==> config.mk <==
export PLATFORM = sky130hd
export DESIGN_NAME = mem_port_arbiter_flat
export DESIGN_NICKNAME = d
export VERILOG_FILES = /design/src/rtl/mem_port_arbiter_if.sv /design/src/rtl/mem_port_arbiter.sv /design/src/flat_wrapper.sv
export SDC_FILE = /design/constraint.sdc
export NUM_CORES = 1
export LEC_CHECK = 0
export CORE_AREA = 10 10 148 150
export CTS_CLUSTER_DIAMETER = 40
export DETAILED_ROUTE_END_ITERATION = 8
export DIE_AREA = 0 0 158 160
export GPL_TIMING_DRIVEN = 1
export PLACE_DENSITY = 0.76
export SLEW_MARGIN = 40
export SYNTH_ARGS = -nofsm -noshare
export SYNTH_HDL_FRONTEND = slang
export SYNTH_SLANG_ARGS = --single-unit
==> constraint.sdc <==
create_clock -name clk -period 2.2 [get_ports clk]
set_input_delay 0.55 -clock clk [delete_from_list [all_inputs] [get_ports clk]]
set_output_delay 0.55 -clock clk [all_outputs]
set_load 0.03 [all_outputs]
==> src/rtl/mem_port_arbiter_if.sv <==
// Bundle of the icache refill, data-side and RAM signals around the RAM port arbiter.
// master: the arbiter's view; slave: the view of the requesters and the RAM.
interface mem_port_arbiter_if #(
    parameter int unsigned ADDR_W = 32,
    parameter int unsigned DATA_W = 32
);
    // icache refill side
    logic              i_req;
    logic [ADDR_W-1:0] i_addr;
    logic [DATA_W-1:0] i_word;
    logic              i_word_valid;
    logic              i_done;
    // data / load-store side
    logic              d_req;
    logic              d_we;
    logic [ADDR_W-1:0] d_addr;
    logic [DATA_W-1:0] d_wdata;
    logic [DATA_W-1:0] d_word;
    logic              d_word_valid;
    logic              d_done;
    // RAM side
    logic              ram_req;
    logic              ram_we;
    logic [ADDR_W-1:0] ram_addr;
    logic [DATA_W-1:0] ram_wdata;
    logic [DATA_W-1:0] ram_rdata;
    logic              ram_ready;
    // current grant: 00 idle, 01 icache, 10 data
    logic [1:0]        owner;

    modport master (
        input  i_req, i_addr,
        output i_word, i_word_valid, i_done,
        input  d_req, d_we, d_addr, d_wdata,
        output d_word, d_word_valid, d_done,
        output ram_req, ram_we, ram_addr, ram_wdata,
        input  ram_rdata, ram_ready,
        output owner
    );

    modport slave (
        output i_req, i_addr,
        input  i_word, i_word_valid, i_done,
        output d_req, d_we, d_addr, d_wdata,
        input  d_word, d_word_valid, d_done,
        input  ram_req, ram_we, ram_addr, ram_wdata,
        output ram_rdata, ram_ready,
        input  owner
    );
endinterface

==> src/rtl/mem_port_arbiter.sv <==
// Shares one RAM port between icache line refills and data-side line reads / single-word writes.
// Round-robin on ties, bursts run to completion, at least one idle cycle between bursts.
module mem_port_arbiter #(
    parameter int unsigned ADDR_W     = 32,
    parameter int unsigned DATA_W     = 32,
    parameter int unsigned LINE_WORDS = 4
) (
    input  logic               clk,
    input  logic               nrst,
    mem_port_arbiter_if.master bus
);

    localparam int unsigned BEAT_W    = $clog2(LINE_WORDS);
    localparam int unsigned LINE_MASK = LINE_WORDS * 4 - 1;

    // encoding doubles as the owner code
    typedef enum logic [1:0] {
        IDLE    = 2'b00,
        SERVE_I = 2'b01,
        SERVE_D = 2'b10
    } state_t;

    state_t              state_q, state_d;
    logic [BEAT_W-1:0]   beat_q, beat_d;
    logic [ADDR_W-1:0]   base_q, base_d;
    logic                we_q, we_d;
    logic                last_d_q, last_d_d;     // 1 = data side was served last
    logic                ram_req_q, ram_req_d;
    logic                ram_we_q, ram_we_d;
    logic [ADDR_W-1:0]   ram_addr_q, ram_addr_d;
    logic [DATA_W-1:0]   ram_wdata_q, ram_wdata_d;
    logic [DATA_W-1:0]   i_word_q, i_word_d;
    logic                i_valid_q, i_valid_d;
    logic                i_done_q, i_done_d;
    logic [DATA_W-1:0]   d_word_q, d_word_d;
    logic                d_valid_q, d_valid_d;
    logic                d_done_q, d_done_d;

    logic                want_i, want_d, last_beat;
    logic [ADDR_W-1:0]   i_line, d_line, d_word_addr;

    // a request seen together with its own done pulse is stale and must not restart a burst
    assign want_i      = bus.i_req && !i_done_q;
    assign want_d      = bus.d_req && !d_done_q;
    assign i_line      = bus.i_addr & ~ADDR_W'(LINE_MASK);
    assign d_line      = bus.d_addr & ~ADDR_W'(LINE_MASK);
    assign d_word_addr = bus.d_addr & ~ADDR_W'(3);

    // next-state, arbitration and beat sequencing
    always_comb begin
        state_d     = state_q;
        beat_d      = beat_q;
        base_d      = base_q;
        we_d        = we_q;
        last_d_d    = last_d_q;
        ram_req_d   = ram_req_q;
        ram_we_d    = ram_we_q;
        ram_addr_d  = ram_addr_q;
        ram_wdata_d = ram_wdata_q;
        i_word_d    = i_word_q;
        i_valid_d   = 1'b0;
        i_done_d    = 1'b0;
        d_word_d    = d_word_q;
        d_valid_d   = 1'b0;
        d_done_d    = 1'b0;
        last_beat   = we_q || (beat_q == BEAT_W'(LINE_WORDS - 1));

        unique case (state_q)
            IDLE: begin
                if (want_i && (!want_d || last_d_q)) begin
                    state_d    = SERVE_I;
                    beat_d     = '0;
                    base_d     = i_line;
                    we_d       = 1'b0;
                    ram_req_d  = 1'b1;
                    ram_we_d   = 1'b0;
                    ram_addr_d = i_line;
                end else if (want_d) begin
                    state_d     = SERVE_D;
                    beat_d      = '0;
                    base_d      = bus.d_we ? d_word_addr : d_line;
                    we_d        = bus.d_we;
                    ram_req_d   = 1'b1;
                    ram_we_d    = bus.d_we;
                    ram_addr_d  = bus.d_we ? d_word_addr : d_line;
                    ram_wdata_d = bus.d_wdata;
                end
            end
            SERVE_I, SERVE_D: begin
                if (bus.ram_ready) begin
                    if (state_q == SERVE_I) begin
                        i_word_d  = bus.ram_rdata;
                        i_valid_d = 1'b1;
                        i_done_d  = last_beat;
                    end else begin
                        if (!we_q) begin
                            d_word_d  = bus.ram_rdata;
                            d_valid_d = 1'b1;
                        end
                        d_done_d = last_beat;
                    end
                    if (last_beat) begin
                        state_d   = IDLE;
                        beat_d    = '0;
                        ram_req_d = 1'b0;
                        ram_we_d  = 1'b0;
                        last_d_d  = (state_q == SERVE_D);
                    end else begin
                        beat_d     = beat_q + BEAT_W'(1);
                        ram_addr_d = base_q + (ADDR_W'(beat_q + BEAT_W'(1)) << 2);
                    end
                end
            end
            default: state_d = IDLE;
        endcase
    end

    // state and output registers, synchronous active-low reset
    always_ff @(posedge clk) begin
        if (!nrst) begin
            state_q     <= IDLE;
            beat_q      <= '0;
            base_q      <= '0;
            we_q        <= 1'b0;
            last_d_q    <= 1'b1;
            ram_req_q   <= 1'b0;
            ram_we_q    <= 1'b0;
            ram_addr_q  <= '0;
            ram_wdata_q <= '0;
            i_word_q    <= '0;
            i_valid_q   <= 1'b0;
            i_done_q    <= 1'b0;
            d_word_q    <= '0;
            d_valid_q   <= 1'b0;
            d_done_q    <= 1'b0;
        end else begin
            state_q     <= state_d;
            beat_q      <= beat_d;
            base_q      <= base_d;
            we_q        <= we_d;
            last_d_q    <= last_d_d;
            ram_req_q   <= ram_req_d;
            ram_we_q    <= ram_we_d;
            ram_addr_q  <= ram_addr_d;
            ram_wdata_q <= ram_wdata_d;
            i_word_q    <= i_word_d;
            i_valid_q   <= i_valid_d;
            i_done_q    <= i_done_d;
            d_word_q    <= d_word_d;
            d_valid_q   <= d_valid_d;
            d_done_q    <= d_done_d;
        end
    end

    assign bus.i_word       = i_word_q;
    assign bus.i_word_valid = i_valid_q;
    assign bus.i_done       = i_done_q;
    assign bus.d_word       = d_word_q;
    assign bus.d_word_valid = d_valid_q;
    assign bus.d_done       = d_done_q;
    assign bus.ram_req      = ram_req_q;
    assign bus.ram_we       = ram_we_q;
    assign bus.ram_addr     = ram_addr_q;
    assign bus.ram_wdata    = ram_wdata_q;
    assign bus.owner        = 2'(state_q);

endmodule

==> src/flat_wrapper.sv <==
// flat-port wrapper written by rule: the top's interface ports become plain ports
module mem_port_arbiter_flat 
#(
    parameter int unsigned ADDR_W     = 32,
    parameter int unsigned DATA_W     = 32,
    parameter int unsigned LINE_WORDS = 4
)
  (clk, nrst, bus_i_req, bus_i_addr, bus_i_word, bus_i_word_valid, bus_i_done, bus_d_req, bus_d_we, bus_d_addr, bus_d_wdata, bus_d_word, bus_d_word_valid, bus_d_done, bus_ram_req, bus_ram_we, bus_ram_addr, bus_ram_wdata, bus_ram_rdata, bus_ram_ready, bus_owner);
  mem_port_arbiter_if #(.ADDR_W(ADDR_W), .DATA_W(DATA_W)) bus_i ();
  input  logic clk;
  input  logic nrst;
  input wire logic [$bits(bus_i.i_req)-1:0] bus_i_req;
  input wire logic [$bits(bus_i.i_addr)-1:0] bus_i_addr;
  output wire logic [$bits(bus_i.i_word)-1:0] bus_i_word;
  output wire logic [$bits(bus_i.i_word_valid)-1:0] bus_i_word_valid;
  output wire logic [$bits(bus_i.i_done)-1:0] bus_i_done;
  input wire logic [$bits(bus_i.d_req)-1:0] bus_d_req;
  input wire logic [$bits(bus_i.d_we)-1:0] bus_d_we;
  input wire logic [$bits(bus_i.d_addr)-1:0] bus_d_addr;
  input wire logic [$bits(bus_i.d_wdata)-1:0] bus_d_wdata;
  output wire logic [$bits(bus_i.d_word)-1:0] bus_d_word;
  output wire logic [$bits(bus_i.d_word_valid)-1:0] bus_d_word_valid;
  output wire logic [$bits(bus_i.d_done)-1:0] bus_d_done;
  output wire logic [$bits(bus_i.ram_req)-1:0] bus_ram_req;
  output wire logic [$bits(bus_i.ram_we)-1:0] bus_ram_we;
  output wire logic [$bits(bus_i.ram_addr)-1:0] bus_ram_addr;
  output wire logic [$bits(bus_i.ram_wdata)-1:0] bus_ram_wdata;
  input wire logic [$bits(bus_i.ram_rdata)-1:0] bus_ram_rdata;
  input wire logic [$bits(bus_i.ram_ready)-1:0] bus_ram_ready;
  output wire logic [$bits(bus_i.owner)-1:0] bus_owner;
  assign bus_i.i_req = bus_i_req;
  assign bus_i.i_addr = bus_i_addr;
  assign bus_i_word = bus_i.i_word;
  assign bus_i_word_valid = bus_i.i_word_valid;
  assign bus_i_done = bus_i.i_done;
  assign bus_i.d_req = bus_d_req;
  assign bus_i.d_we = bus_d_we;
  assign bus_i.d_addr = bus_d_addr;
  assign bus_i.d_wdata = bus_d_wdata;
  assign bus_d_word = bus_i.d_word;
  assign bus_d_word_valid = bus_i.d_word_valid;
  assign bus_d_done = bus_i.d_done;
  assign bus_ram_req = bus_i.ram_req;
  assign bus_ram_we = bus_i.ram_we;
  assign bus_ram_addr = bus_i.ram_addr;
  assign bus_ram_wdata = bus_i.ram_wdata;
  assign bus_i.ram_rdata = bus_ram_rdata;
  assign bus_i.ram_ready = bus_ram_ready;
  assign bus_owner = bus_i.owner;
  mem_port_arbiter #(.ADDR_W(ADDR_W), .DATA_W(DATA_W), .LINE_WORDS(LINE_WORDS)) u_core (.clk(clk), .nrst(nrst), .bus(bus_i));
endmodule
; ---- Word-level counts from Yosys, hierarchy flattened
; Cells that the tools add are included.
[classes]
n_reduce_logical = 24
muxes = 26
eq_ne = 7
bitwise = 6
addsub = 3
[op_table]
columns = op, count
row1 = $mux W32, 4
row2 = $pmux W32 S2, 1
row3 = $add A32 B32 Y32, 1
row4 = $reduce_and A3 Y1, 6
row5 = $mux W2, 8
row6 = $reduce_and A4 Y1, 4
row7 = $mux W1, 8
row8 = $pmux W2 S2, 2
row9 = $not A1 Y1, 6
row10 = $eq A2 B2 Y1 const B, 2
row11 = $mux W4, 1
row12 = $ne A2 B2 Y1 const B, 2
row13 = $pmux W1 S2, 2
row14 = $reduce_bool A2 Y1, 2
row15 = $reduce_or A4 Y1, 1
row16 = $add A2 B1 Y3 const B, 1
row17 = $logic_and A1 B1 Y1, 3
row18 = $logic_not A1 Y1, 3
row19 = $ne A3 B1 Y1 const B, 1
row20 = $add A2 B1 Y2 const B, 1
row21 = $eq A2 B1 Y1 const B, 1
row22 = $logic_not A2 Y1, 1
row23 = $logic_or A1 B1 Y1, 2
row24 = $ne A2 B1 Y1 const B, 1
row25 = other kinds (2), 2
[totals]
in_bits = 134
reg_bits = 172
word_cells = 81
out_inout_bits = 136

; ---- Depth between registers and ports, before layout
[logic_depth]
ltp_word = 7
mapped_depth = 9
depth_no_buf = 9

; ---- Least setup slack after synthesis
; OpenSTA, ideal clock, no wires.
[synth_path]
kind = register to register
start = reg u_core.beat_q[0]
end = reg u_core.ram_addr_q[22] (netlist: u_core.bus.ram_addr[22])
synth_period_minus_slack_ps = 2306
path_slack_ps = -106
arrival_time_ps = 2248
path_stages_with_launch = 9
setup_time_ps = 58
t_required_ps = 2142
path_buffers = 0
path_cell_list = dfxtp_1 -> ha_1 -> inv_1 -> fa_1 -> and2b_1 -> o2111ai_2 -> or4_1 -> a21oi_1 -> o21a_1
[synth_between]
elab_chain_len = 5
word_cells_on_any_way = 9
cone_classes = add/sub (2) / eq/ne (2) / mux (3) / reduce/logical (2)
[synth_lines]
columns = element, line_no
row1 = from (decl), mem_port_arbiter.sv:24  ; logic [BEAT_W-1:0] beat_q, beat_d;
row2 = from (signal assigned), mem_port_arbiter.sv:138  ; beat_q <= beat_d;
row3 = $add A2 B1 Y3, mem_port_arbiter.sv:110  ; ram_addr_d = base_q + (ADDR_W'(beat_q + BEAT_W'(1)) << 2);
row4 = $add A32 B32 Y32, mem_port_arbiter.sv:110
row5 = $mux W32, mem_port_arbiter.sv:102  ; if (last_beat) begin
row6 = $mux W32, mem_port_arbiter.sv:90  ; if (bus.ram_ready) begin
row7 = $pmux W32 S2, mem_port_arbiter.sv:68  ; unique case (state_q)
row8 = to (signal assigned), mem_port_arbiter.sv:144  ; ram_addr_q <= ram_addr_d;
row9 = to (decl), mem_port_arbiter.sv:30  ; logic [ADDR_W-1:0] ram_addr_q, ram_addr_d;
; Several ways; a longest one is shown, not always the timed one. The select of a mux whose other input is x is not followed.
; A chain may end at the register's enable or synchronous reset.

; ---- Final worst setup path
[layout_path]
start = reg u_core.beat_q[0]
end = reg u_core.ram_addr_q[30] (netlist: u_core.bus.ram_addr[30])
; Same word-level chain as after synthesis.

==> impl_summary.txt <==
----------------------------------------------------
[Timing]
  Final hold viol count ... 0
  Slew HR ... 0.665
  Shortest clock period the worst path allows after layout ... between 2 and 2.5 ns
  RSZ-0062 raised after global routing ... true
  Least setup slack across all paths after layout ... -0.101 ns
  Worst Clk Skew ... 0.00911 ns
  Highest attainable clock frequency ... 435 MHz
  Final worst path period share ... 1.05
  Worst Max-Slew Pin Slew ... 0.498 ns
  Setup-failing EPs final ... 9
  Pins Over Slew Limit ... 0

[Worst setup path]
  Largest fanout of any net on the critical path ... 3
  Worst Setup SP ... u_core.beat_q[0]
  Worst endpoint required time ... 2.51 ns
  Startpoint class of the critical path ... flop
  Launch point of the worst reg-to-reg path ... u_core.beat_q[0]
  Arrival time of data at the critical path endpoint ... 2.61 ns
  Critical Setup Path Class ... flop to flop
  Critical path capture point type ... flop

[Floorplanning]
  Die area ... between 20000 and 30000 um^2
  Starting utilization of the core area ... 0.400
  Die span in x ... about 160 um
  Placeable core area ... 19100 um^2
  I/O pin cnt ... between 200 and 300
  Number of standard-cell rows in the floorplan ... 51
  Y dimension of the die ... around 160 um

[Clock tree]
  CTS tree ... yes
  H-Tree Depth ... 4
  Buffers from clock root to sink, at most ... 2
  Clock insertion delay at the later pin of the skew report ... 0.43 ns
  Clock Pin Slew Worst Setup and Hold Paths ... around 0.070 ns
  Number of buffers inserted for hold repair after clock tree synthesis ... 0
  TritonCTS buffer count ... 17
  TritonCTS Sinks ... 168
  Clock Root Buffer ... clkbuf_16

[GRT]
  Pin count of the biggest net entering global routing ... 57
  Global-route wire length before repair ... roughly 38000 um
  Number of global-route vias before repair ... 7126
  GR Util All Layers ... 0.186
  Total global routing overflow ... 0
  Initial antenna violation count ... 1

[Final layout]
  Number of nets in the final layout ... 1313
  # diodes ... 0
  Post-Layout Inst Area ... about 12000 um^2
  Utilization after layout ... 0.617
  Layout Area Growth over Synthesis ... 54.3%
  Fraction of layout cells with a size suffix above 1 ... 0.132
  Post-layout instance count excluding filler cells ... 1420

[Synthesis]
  Mean instance size in the synthesized netlist ... 8.71 um^2
  Warning count from the yosys run ... 0
  Cell area after synthesis ... 7620 um^2
  Proportion of synthesized chip area in sequential cells ... 0.441
  Proportion of netlist area held by the largest area contributor ... 0.441
  Async set-reset flop share out of synthesis ... 0
  Cell accounting for the most synthesized area ... dfxtp_1
  Flip-flop and latch count after synthesis ... 168
  Count of cell types in the netlist ... 69
  Leading register cell type out of synthesis ... dfxtp_1
  Top post-synthesis cells by count ... nand2_1, dfxtp_1, a21boi_0
  Number of instances in the synthesized netlist ... 875
  Count of flip-flops with a built-in enable after synthesis ... 0
  Synth area leaders ... dfxtp_1, nand2_1, a21boi_0
  Most frequent cell after synthesis ... nand2_1

[Outcome]
  Failing checks ... negative setup slack
  Run status ... complete, but fails checks

[Drt]
  Wire length reported by the detailed router ... roughly 25000 um
  Routed via count divided by cell count ... about 5.2
  Overall via count from detail_route ... 7371
  Iter 0 DRT Violations ... 400
  First-pass iteration count of the detailed router ... 5
  Routed len/inst ... 17.4 um
  Remaining routing DRC violations ... 0
  ANT nets after route ... 0

[Power]
  Static power due to leakage ... 4.59 nW
  Peak ir drop on the vdd network ... ~0.0006 V
  Power density over cell area ... approximately 930 nW/um^2

[Placement]
  Area post-placement ... 11000 um^2
  Input/output buffers ... 261
  Placed cell count ... 1382
  RD Place Congestion ... about 0.85
  HPWL after detailed placement ... 18400 um

[Min path]
  Hold/Removal Path Class ... flop to flop
  Launch instance of the worst min-delay path ... u_core.bus.ram_wdata[9]

[Flow run]
  Max-capacitance violation count ... 0

----------------------------------------------------
==> worst paths after layout <==
path / to / slack, ns / cells after the start
setup / recovery: u_core.bus.ram_addr[30] / -0.10 / 9
hold / removal: u_core.bus.ram_wdata[9] / 0.45 / 2
setup reg to reg: u_core.bus.ram_addr[30] / -0.10 / 9
hold reg to reg: u_core.bus.ram_wdata[9] / 0.45 / 2
==> placed cells by master, fill, tap and decap left out, types with 8 or more instances in the layout <==
cell type	count
dfxtp_1	166
clkbuf_16	17
mux2i_1	30
o21ai_0	8
o21a_1	8
xnor2_1	13
o211a_1	31
buf_12	14
buf_4	58
and3_1	8
a21boi_0	78
a21boi_1	22
a21oi_1	10
nand3_1	20
nand2_1	257
clkdlybuf4s50_1	258
==> per-stage QoR <==
step	TNS [ns]	setup slack (ns)	hold slack, ns	power [W]
CTS	-0.146	-0.0919	0.456	0.0111
detailed placement	-23.19	-0.355	0.445	0.00795
global route	-1.48	-0.187	0.468	0.0116
global placement	-21.26	-0.305	0.440	0.00790
floorplan	0	0.00976	0.450	0.00613
finish	-0.452	-0.101	0.453	0.0110
==> final cells by class <==
cell class,instances,area [um^2]
fill,1591,7320
timing repair buffer,333,3330
clock inverter,15,184
inverter,11,41.3
clock buffer,17,425
tap,238,298
sequential,168,3370
multi-input combinational,638,4120
==> sequential cells by signal, indices dropped and copies added (netlist names), 2 cells and up <==
register / cells
u_core.bus.i_word: 32
u_core.bus.d_word: 32
u_core.bus.ram_wdata: 32
u_core.bus.owner: 2
u_core.base_q: 30
u_core.bus.ram_addr: 30
u_core.beat_q: 2
==> critical path, cell delays in order, from the launching register on <==
cell     delay (ns)
dfxtp_2        0.35
ha_4           0.27
inv_2          0.04
fa_2           0.33
and2b_2        0.27
buf_4          0.12
o21a_1         0.15
nand3_2        0.10
o311a_1        0.31
a221o_1        0.25
==> layer usage <==
metal	part of all wire	vias to the layer above	GRT usage	wire length (um)
met2	0.47	252	0.309	11700
met1	0.44	3453	0.225	10800
met5	0.00073	-	0	18
li1	-	3630	-	-
met4	0.021	2	0.0628	524
met3	0.070	34	0.0529	1720
==> power by group <==
| part | internal (W) | switching, W |
|---|---|---|
| clock | 0.00164 | 0.00143 |
| combinational | 0.00179 | 0.00222 |
| sequential | 0.00353 | 0.000389 |
| total | 0.00696 | 0.00404 |
==> logic make-up after synthesis <==
group / share of synthesized area
compound gates: 0.219
fa+ha+maj: 0.0174
xor+xnor: 0.0218
buf+inv: 0.0396
mux: 0.0438
other cells: 0.000492
simple gates: 0.216
flops: 0.441
==> timing repair <==
item                       in CTS  in global routing
resized for setup              11                 16
setup endpoints to repair      14                 47
pin swaps                       4                  7
hold endpoints to repair        0                  0
setup buffers                   2                  4
Power figures use the tool's default switching activity.
